**src/rtl/spi_dac_rx.sv**
```systemverilog
// Receive end of the 3-wire LE/CLK/DATA DAC link: synchronises the link lines,
// deserialises MSB-first frames and offers each good frame on a valid/ack port.
//
// state | meaning
// HUNT  | after reset, wait for a trustworthy LE-low before arming
// ARM   | LE low between frames, wait for LE rise to start a clean frame
// SHIFT | LE high, shift one bit per serial clock rise
// LATCH | one cycle, accept the frame if it had exactly WIDTH bits
module spi_dac_rx #(
  parameter int WIDTH       = 12,
  parameter int SYNC_STAGES = 2
) (
  input  logic             clk,
  input  logic             rst,
  input  logic             spi_le,
  input  logic             spi_clk,
  input  logic             spi_dat,
  output logic [WIDTH-1:0] sample_out,
  output logic             sample_valid,
  input  logic             sample_ack,
  output logic             frame_err,
  output logic             overrun,
  output logic             busy
);

  localparam logic [1:0] S_HUNT  = 2'd0;
  localparam logic [1:0] S_ARM   = 2'd1;
  localparam logic [1:0] S_SHIFT = 2'd2;
  localparam logic [1:0] S_LATCH = 2'd3;
  localparam logic [3:0] FULL_CNT = 4'(WIDTH);

  logic [SYNC_STAGES-1:0] le_sync_q, clk_sync_q, dat_sync_q;
  logic                   le_dly_q, clk_dly_q;
  logic [SYNC_STAGES:0]   prime_q;
  logic [1:0]             state_q, state_d;
  logic [WIDTH-1:0]       shreg_q, shreg_d;
  logic [3:0]             cnt_q, cnt_d;
  logic [WIDTH-1:0]       out_q, out_d;
  logic                   valid_q, valid_d;
  logic                   err_q, err_d;
  logic                   ovr_q, ovr_d;

  logic le_s, clk_s, dat_s, le_fall, le_rise, clk_rise;

  assign le_s     = le_sync_q[SYNC_STAGES-1];
  assign clk_s    = clk_sync_q[SYNC_STAGES-1];
  assign dat_s    = dat_sync_q[SYNC_STAGES-1];
  assign le_fall  = le_dly_q & ~le_s;
  assign le_rise  = ~le_dly_q & le_s;
  assign clk_rise = ~clk_dly_q & clk_s;

  always_comb begin
    state_d = state_q;
    shreg_d = shreg_q;
    cnt_d   = cnt_q;
    out_d   = out_q;
    valid_d = valid_q;
    err_d   = 1'b0;
    ovr_d   = 1'b0;
    if (sample_ack && valid_q) valid_d = 1'b0;
    case (state_q)
      // The reset zeros in the synchroniser look like LE low; only trust LE
      // once real pin samples have filled the whole chain.
      S_HUNT: if (prime_q[SYNC_STAGES] && !le_s) state_d = S_ARM;
      S_ARM: begin
        if (le_rise) begin
          shreg_d = '0;
          cnt_d   = '0;
          state_d = S_SHIFT;
        end
      end
      S_SHIFT: begin
        if (le_fall) begin
          state_d = S_LATCH;
        end else if (clk_rise && le_s) begin
          shreg_d = {shreg_q[WIDTH-2:0], dat_s};
          if (cnt_q != 4'hF) cnt_d = cnt_q + 4'd1;
        end
      end
      S_LATCH: begin
        if (cnt_q == FULL_CNT) begin
          out_d   = shreg_q;
          valid_d = 1'b1;
          ovr_d   = valid_q && !sample_ack;
        end else begin
          err_d = 1'b1;
        end
        state_d = S_ARM;
      end
      default: state_d = S_HUNT;
    endcase
  end

  always_ff @(posedge clk) begin
    if (!rst) begin
      le_sync_q  <= '0;
      clk_sync_q <= '0;
      dat_sync_q <= '0;
      le_dly_q   <= 1'b0;
      clk_dly_q  <= 1'b0;
      prime_q    <= '0;
      state_q    <= S_HUNT;
      shreg_q    <= '0;
      cnt_q      <= '0;
      out_q      <= '0;
      valid_q    <= 1'b0;
      err_q      <= 1'b0;
      ovr_q      <= 1'b0;
    end else begin
      le_sync_q  <= {le_sync_q[SYNC_STAGES-2:0], spi_le};
      clk_sync_q <= {clk_sync_q[SYNC_STAGES-2:0], spi_clk};
      dat_sync_q <= {dat_sync_q[SYNC_STAGES-2:0], spi_dat};
      le_dly_q   <= le_s;
      clk_dly_q  <= clk_s;
      prime_q    <= {prime_q[SYNC_STAGES-1:0], 1'b1};
      state_q    <= state_d;
      shreg_q    <= shreg_d;
      cnt_q      <= cnt_d;
      out_q      <= out_d;
      valid_q    <= valid_d;
      err_q      <= err_d;
      ovr_q      <= ovr_d;
    end
  end

  assign sample_out   = out_q;
  assign sample_valid = valid_q;
  assign frame_err    = err_q;
  assign overrun      = ovr_q;
  assign busy         = (state_q == S_SHIFT) && (cnt_q != 4'd0);

endmodule

```
**config.mk**
```make
export PLATFORM = sky130hd
export DESIGN_NAME = spi_dac_rx
export DESIGN_NICKNAME = d
export VERILOG_FILES = /design/src/rtl/spi_dac_rx.sv
export SDC_FILE = /design/constraint.sdc
export NUM_CORES = 1
export LEC_CHECK = 0
export ABC_AREA = 1
export BUFFER_PORTS_ARGS = -buffer_cell sky130_fd_sc_hd__buf_2
export CAP_MARGIN = 15
export CORE_MARGIN = 1.5
export CORE_UTILIZATION = 45
export DETAILED_ROUTE_END_ITERATION = 12
export SLEW_MARGIN = 10
export SYNTH_ARGS = -nofsm -noshare
export SYNTH_HDL_FRONTEND = slang
export SYNTH_SLANG_ARGS = --single-unit
```
**constraint.sdc**
```tcl
create_clock -name clk -period 2.2 [get_ports clk]
set_clock_uncertainty 0.15 [all_clocks]
set_input_delay 0.22 -clock clk [delete_from_list [all_inputs] [get_ports clk]]
set_output_delay 0.22 -clock clk [all_outputs]
set_load 0.01 [all_outputs]
```
**Word level (Yosys, flattened, before mapping)**

Index checks and enable logic that the tools add are counted.

- Flip-flop bits (word level): 44
- Output and inout port bits: 16

- Add/sub/neg operators: 1
- Equality and inequality tests: 11
- Muxes and demuxes: 18
- Bitwise gates (word level): 6
- Reduce and logical (&&, ||, !) cells: 16

Operators with widths:

| cell | number |
|---|---|
| 12-bit 2-to-1 mux | 3 |
| 12-bit case mux with 2 select lines | 1 |
| 4-bit 2-to-1 mux | 4 |
| 2-bit != test (second input constant) | 6 |
| 2-bit case mux with 4 select lines | 1 |
| 4-bit case mux with 2 select lines | 1 |
| 2-bit 2-to-1 mux | 3 |
| 3-bit AND reduction | 2 |
| 1-bit logical AND | 5 |
| 1-bit 2-to-1 mux | 5 |
| 5-bit AND reduction | 1 |
| 4-bit by 1-bit adder with 4-bit output (second input constant) | 1 |
| 2-bit equality test (second input constant) | 2 |
| 4-bit equality test (second input constant) | 1 |
| 4-bit != test (second input constant) | 1 |
| 2-bit AND reduction | 2 |
| 4-bit AND reduction | 1 |
| 4-bit nonzero test | 1 |
| 1-bit bitwise AND | 3 |
| 1-bit inverter | 3 |
| 2-bit by 1-bit equality test with 1-bit output (second input constant) | 1 |
| 1-bit zero test | 2 |
| 2-bit zero test | 1 |
| 2-bit nonzero test | 1 |

**Depth between registers and ports, before layout**

- Depth after elaboration: 6
- Mapped depth: 9
- Mapped depth without buffers: 9

**Worst setup path after synthesis**

OpenSTA, ideal clock, no wires.

- Kind: reg-to-reg
- From: register state_q[0]
- To: register shreg_q[11]
- Setup time: 0.070 ns
- Arrival: 1.331 ns
- Required time: 1.980 ns
- Slack: 0.649 ns
- Cell stages (with the launch flop): 9
- Path buffers: 1
- Period minus slack after synthesis: 1.551 ns
- Cell sequence: dfxtp_1 inv_1 ha_1 nor2_1 inv_1 nand4_1 buf_4 nand2_1 a21oi_1

- Cells in the longest elaborated chain, start to end: 3
- Elaborated cells between the ends (all ways): 8
- Classes of those cells: 5 x eq/ne; 1 x mux; 2 x reduce/logical

Ends and longest elaborated chain:

| element | RTL line | text |
|---|---|---|
| start, declared | 35 | `logic [1:0] state_q, state_d;` |
| start signal, assigned | 116 | `state_q <= state_d;` |
| 2-bit equality test or 2-bit by 1-bit equality test with 1-bit output (tied branches) | 61 | `case (state_q)` |
| 2-bit != test (no source line) or 2-bit nonzero test (tied branches) | n/a |  |
| 4-bit AND reduction (no source line) | n/a |  |
| end signal, assigned | 117 | `shreg_q <= shreg_d;` |
| end, declared | 36 | `logic [WIDTH-1:0] shreg_q, shreg_d;` |

Parallel ways exist; a longest one is shown, timed or not.
A chain may end at the register's enable or synchronous reset.

**Worst setup path after layout**

- From: register state_q[0]
- To: output port busy

- Cells in the longest elaborated chain, start to end: 2

Ends and longest elaborated chain:

| element | RTL line | text |
|---|---|---|
| 2-bit equality test | 130 | `assign busy = (state_q == S_SHIFT) && (cnt_q != 4'd0);` |
| 1-bit logical AND | 130 |  |
| end, declared | 23 | `output logic busy` |

No other way between the ends.

==> run_results.csv <==
group,metric,value,unit
timing,finalSetupViolCount,0,
clocking,cts_setup_buffers,0,
synthesis,synthArstFlopShare,0,
synthesis,synth_nets,236,
die,core-area,0.00369,sq mm
grt,grt_use_total,0.163,
setup_path,path_buf_inv,3,
timing,finalCritPeriodShare,0.798,
pwr,irDropWorstVdd,492,uV
clocking,post_cts_resize_count,0,
clocking,h-tree-depth,2,
synthesis,netlist.area_leader.share,0.505,
grt,antenna_found_initial,0,
timing,rsz0062_at_grt,"no",
worst_hold_path,hp-class,"in -> reg",
finish,nFillCells,359,
timing,fmax,569,MHz
finish,final_nets,260,
finish,multi_input_area,702,sq um
timing,finalHoldViolCount,0,
setup_path,reg2reg_to,"cnt_q[2]$_SDFFE_PN0P_",
finish,postLayoutCellArea,0.00200,sq mm
grt,grt_pass1_wl,5440,microns
timing,setup_tns,0,ns
synthesis,yosysUniqueCellTypes,20,
placed_design,dp_slack,0.455,ns
synthesis,synthCells,222,
clocking,clk_pin_slew,0.08,ns
setup_path,timing.rr.start,"state_q[0]$_SDFFE_PN0P_",
setup_path,slowest_stage,"dfxtp_1",
status,status,"finished, final reports clean",
setup_path,crit_path_start_kind,"flip-flop",
die,start_util,0.473,
timing,maxSlewViolCount,0,
setup_path,crit_type,"reg -> out",
synthesis,syn-cell-area,0.00174,sq mm
routing,drt_iter0_drc,49,
synthesis,synth.top_cells.by_area,"dfxtp_1 (51%), nor2_1 (8.0%), nand2_1 (6.9%), ha_1 (5.7%), inv_1 (5.6%)",
routing,vias,1377,
synthesis,netlist_top_cells_count,"dfxtp_1 (44), nor2_1 (37), nand2_1 (32)",
placed_design,hpwlAfterDp,2080,microns
synthesis,synth_edf_count,0,
routing,avgRoutedWirePerCell,10.2,microns
routing,routed_wirelength,2990,microns
placed_design,placed_cells,284,
setup_path,cp-startpoint,"state_q[0]$_SDFFE_PN0P_",
synthesis,seq_area_frac_synth,0.505,
synthesis,synth_flop_cell,"dfxtp_1",
setup_path,cp_num_cells,5,
die,die_w,65.3,microns
setup_path,r2r_cells,7,
finish,syn_to_final_growth,14.9,%
die,row_count,22,
clocking,clock_path_buffers,2,
setup_path,path_delay_family,"buffers and inverters",
timing,whs,0.0629,ns
grt,grt-ovfl-total,0,
finish,drive_gt1_frac,0.147,
synthesis,synth.avg_cell_area,7.86,sq um
setup_path,r2r_slack,0.45,ns
die,die_y,65.3,microns
placed_design,place_area,0.00188,sq mm
timing,layout_min_cycle_time,1.76,ns
routing,drc,0,
setup_path,crit_fanout,4,
setup_path,cpPeakStageDelay,0.35,ns
setup_path,worstPathRequired,1.83,ns
setup_path,crit_path_frequent_cell,"inv_1",
timing,setup_ws,0.444,ns
synthesis,synth_most_common_cell,"dfxtp_1",
finish,fin_cells,293,
timing,relSlewSlack,0.670,
routing,viasPerCell,4.70,
setup_path,cp_cell_sequence,"inv_1 > ha_1 > inv_1 > a21oi_1 > buf_2",
setup_path,worstSetupEndpoint,"busy",
finish,area.sequential,881,sq um
placed_design,gp_congestion,0.756,
grt,grt_pass1_vias,1260,
pwr,power_density,922,mW/mm^2
die,die_area,0.00426,sq mm
pwr,leakage,0.000919,uW
grt,grt_start_max_net_pins,29,
clocking,clock_latency,0.29,ns
placed_design,portBuffers,21,
clocking,cts_buffers,5,
finish,diodes,0,
clocking,tritoncts,"yes",
clocking,cts_sinks,44,
synthesis,synth_largest_area_cell,"dfxtp_1",
timing,worst_pin_slew,0.495,ns
clocking,ctsRootBufferMaster,"clkbuf_8",
synthesis,ys_ff_latch,44,
setup_path,cp-end-kind,"output pin",
run,max-cap-violations,0,
routing,ant_nets,0,
setup_path,cp.arrival,1.39,ns
die,io_pins,22,
synthesis,ys_warn_count,0,
routing,dr.pass1.iters,4,
==> placed cells by master (no fill, tap or decap), types with 2 or more instances in the layout <==
| cell type | Yosys | routed |
|---|---|---|
| nand2_2 | 2 | 2 |
| nand2_1 | 32 | 32 |
| nor2_1 | 37 | 37 |
| dfxtp_1 | 44 | 44 |
| ha_1 | 8 | 8 |
| nand4_1 | 2 | 2 |
| a21oi_1 | 17 | 17 |
| o21ai_0 | 17 | 17 |
| buf_4 | 2 | 3 |
| nand3_1 | 19 | 19 |
| buf_2 | 3 | 21 |
| inv_1 | 26 | 26 |
| dlygate4sd3_1 | 0 | 3 |
| inv_2 | 2 | 2 |
| o21bai_1 | 2 | 2 |
| clkbuf_8 | 0 | 5 |
==> per-layer routing <==
layer / vias to the layer above / GRT usage / part of all wire
li1: 742 / - / -
met1: 601 / 0.217 / 0.54
met2: 28 / 0.254 / 0.41
met3: 6 / 0.0514 / 0.036
met4: 0 / 0.0469 / 0.011
met5: - / 0 / 0
==> power by group <==
| group | total [uW] | leakage, uW | internal (uW) | switching (uW) |
|---|---|---|---|---|
| clock | 574 | 0.0000501 | 326 | 249 |
| sequential | 867 | 0.000358 | 834 | 32.9 |
| combinational | 406 | 0.000511 | 138 | 268 |
==> layout make-up <==
cell class              instances  share of cell area
clock inverters                 1              0.0150
repair buffers                 27              0.0787
well taps                      48              0.0300
clock buffers                   5              0.0343
multi-input cells             140               0.350
flip-flops and latches         44               0.439
inverters                      28              0.0524
==> sequential cells by signal, indices dropped and copies added, names as in the netlist <==
register,flops
overrun,1
clk_sync_q,2
shreg_q,12
sample_out,12
prime_q,3
cnt_q,4
frame_err,1
le_dly_q,1
dat_sync_q,2
le_sync_q,2
state_q,2
clk_dly_q,1
sample_valid,1
==> cells by family after synthesis <==
logic type / Yosys count / share of synthesized area
buf+inv: 38 / 0.0925
fa+ha+maj: 8 / 0.0574
xor+xnor: 1 / 0.00502
simple gates: 95 / 0.234
flops: 44 / 0.505
compound gates: 36 / 0.106
==> per-stage QoR <==
stage | util | total power, uW
4_1_cts | 0.543 | 1870
5_1_grt | 0.543 | 1980
3_5_place_dp | 0.508 | 1290
6_report | 0.543 | 1850
3_3_place_gp | 0.508 | 1290
2_1_floorplan | - | 1210
==> worst min-delay path: cells and delay by family <==
kind / cells / cell delay, ns
and+or+nand+nor: 2 / 0.16
buffers and inverters: 1 / 0.07
==> how the worst min path moves through the flow <==
stage / startpoint / end / cells after the start
3_3_place_gp: le_sync_q[0]$_SDFF_PN0_ / le_sync_q[1]$_SDFF_PN0_ / 2
5_1_grt: sample_ack / overrun$_SDFF_PN0_ / 3
2_1_floorplan: rst / prime_q[0]$_DFF_P_ / 0
3_5_place_dp: le_sync_q[0]$_SDFF_PN0_ / le_sync_q[1]$_SDFF_PN0_ / 2
4_1_cts: sample_ack / overrun$_SDFF_PN0_ / 3
6_report: sample_ack / overrun$_SDFF_PN0_ / 3
==> timing repair <==
item | in CTS | in global routing
setup endpoints to repair | 0 | 0
endpoints found under the hold margin | 3 | 0
hold buffers | 3 | 0
Power figures use the tool's default switching activity.
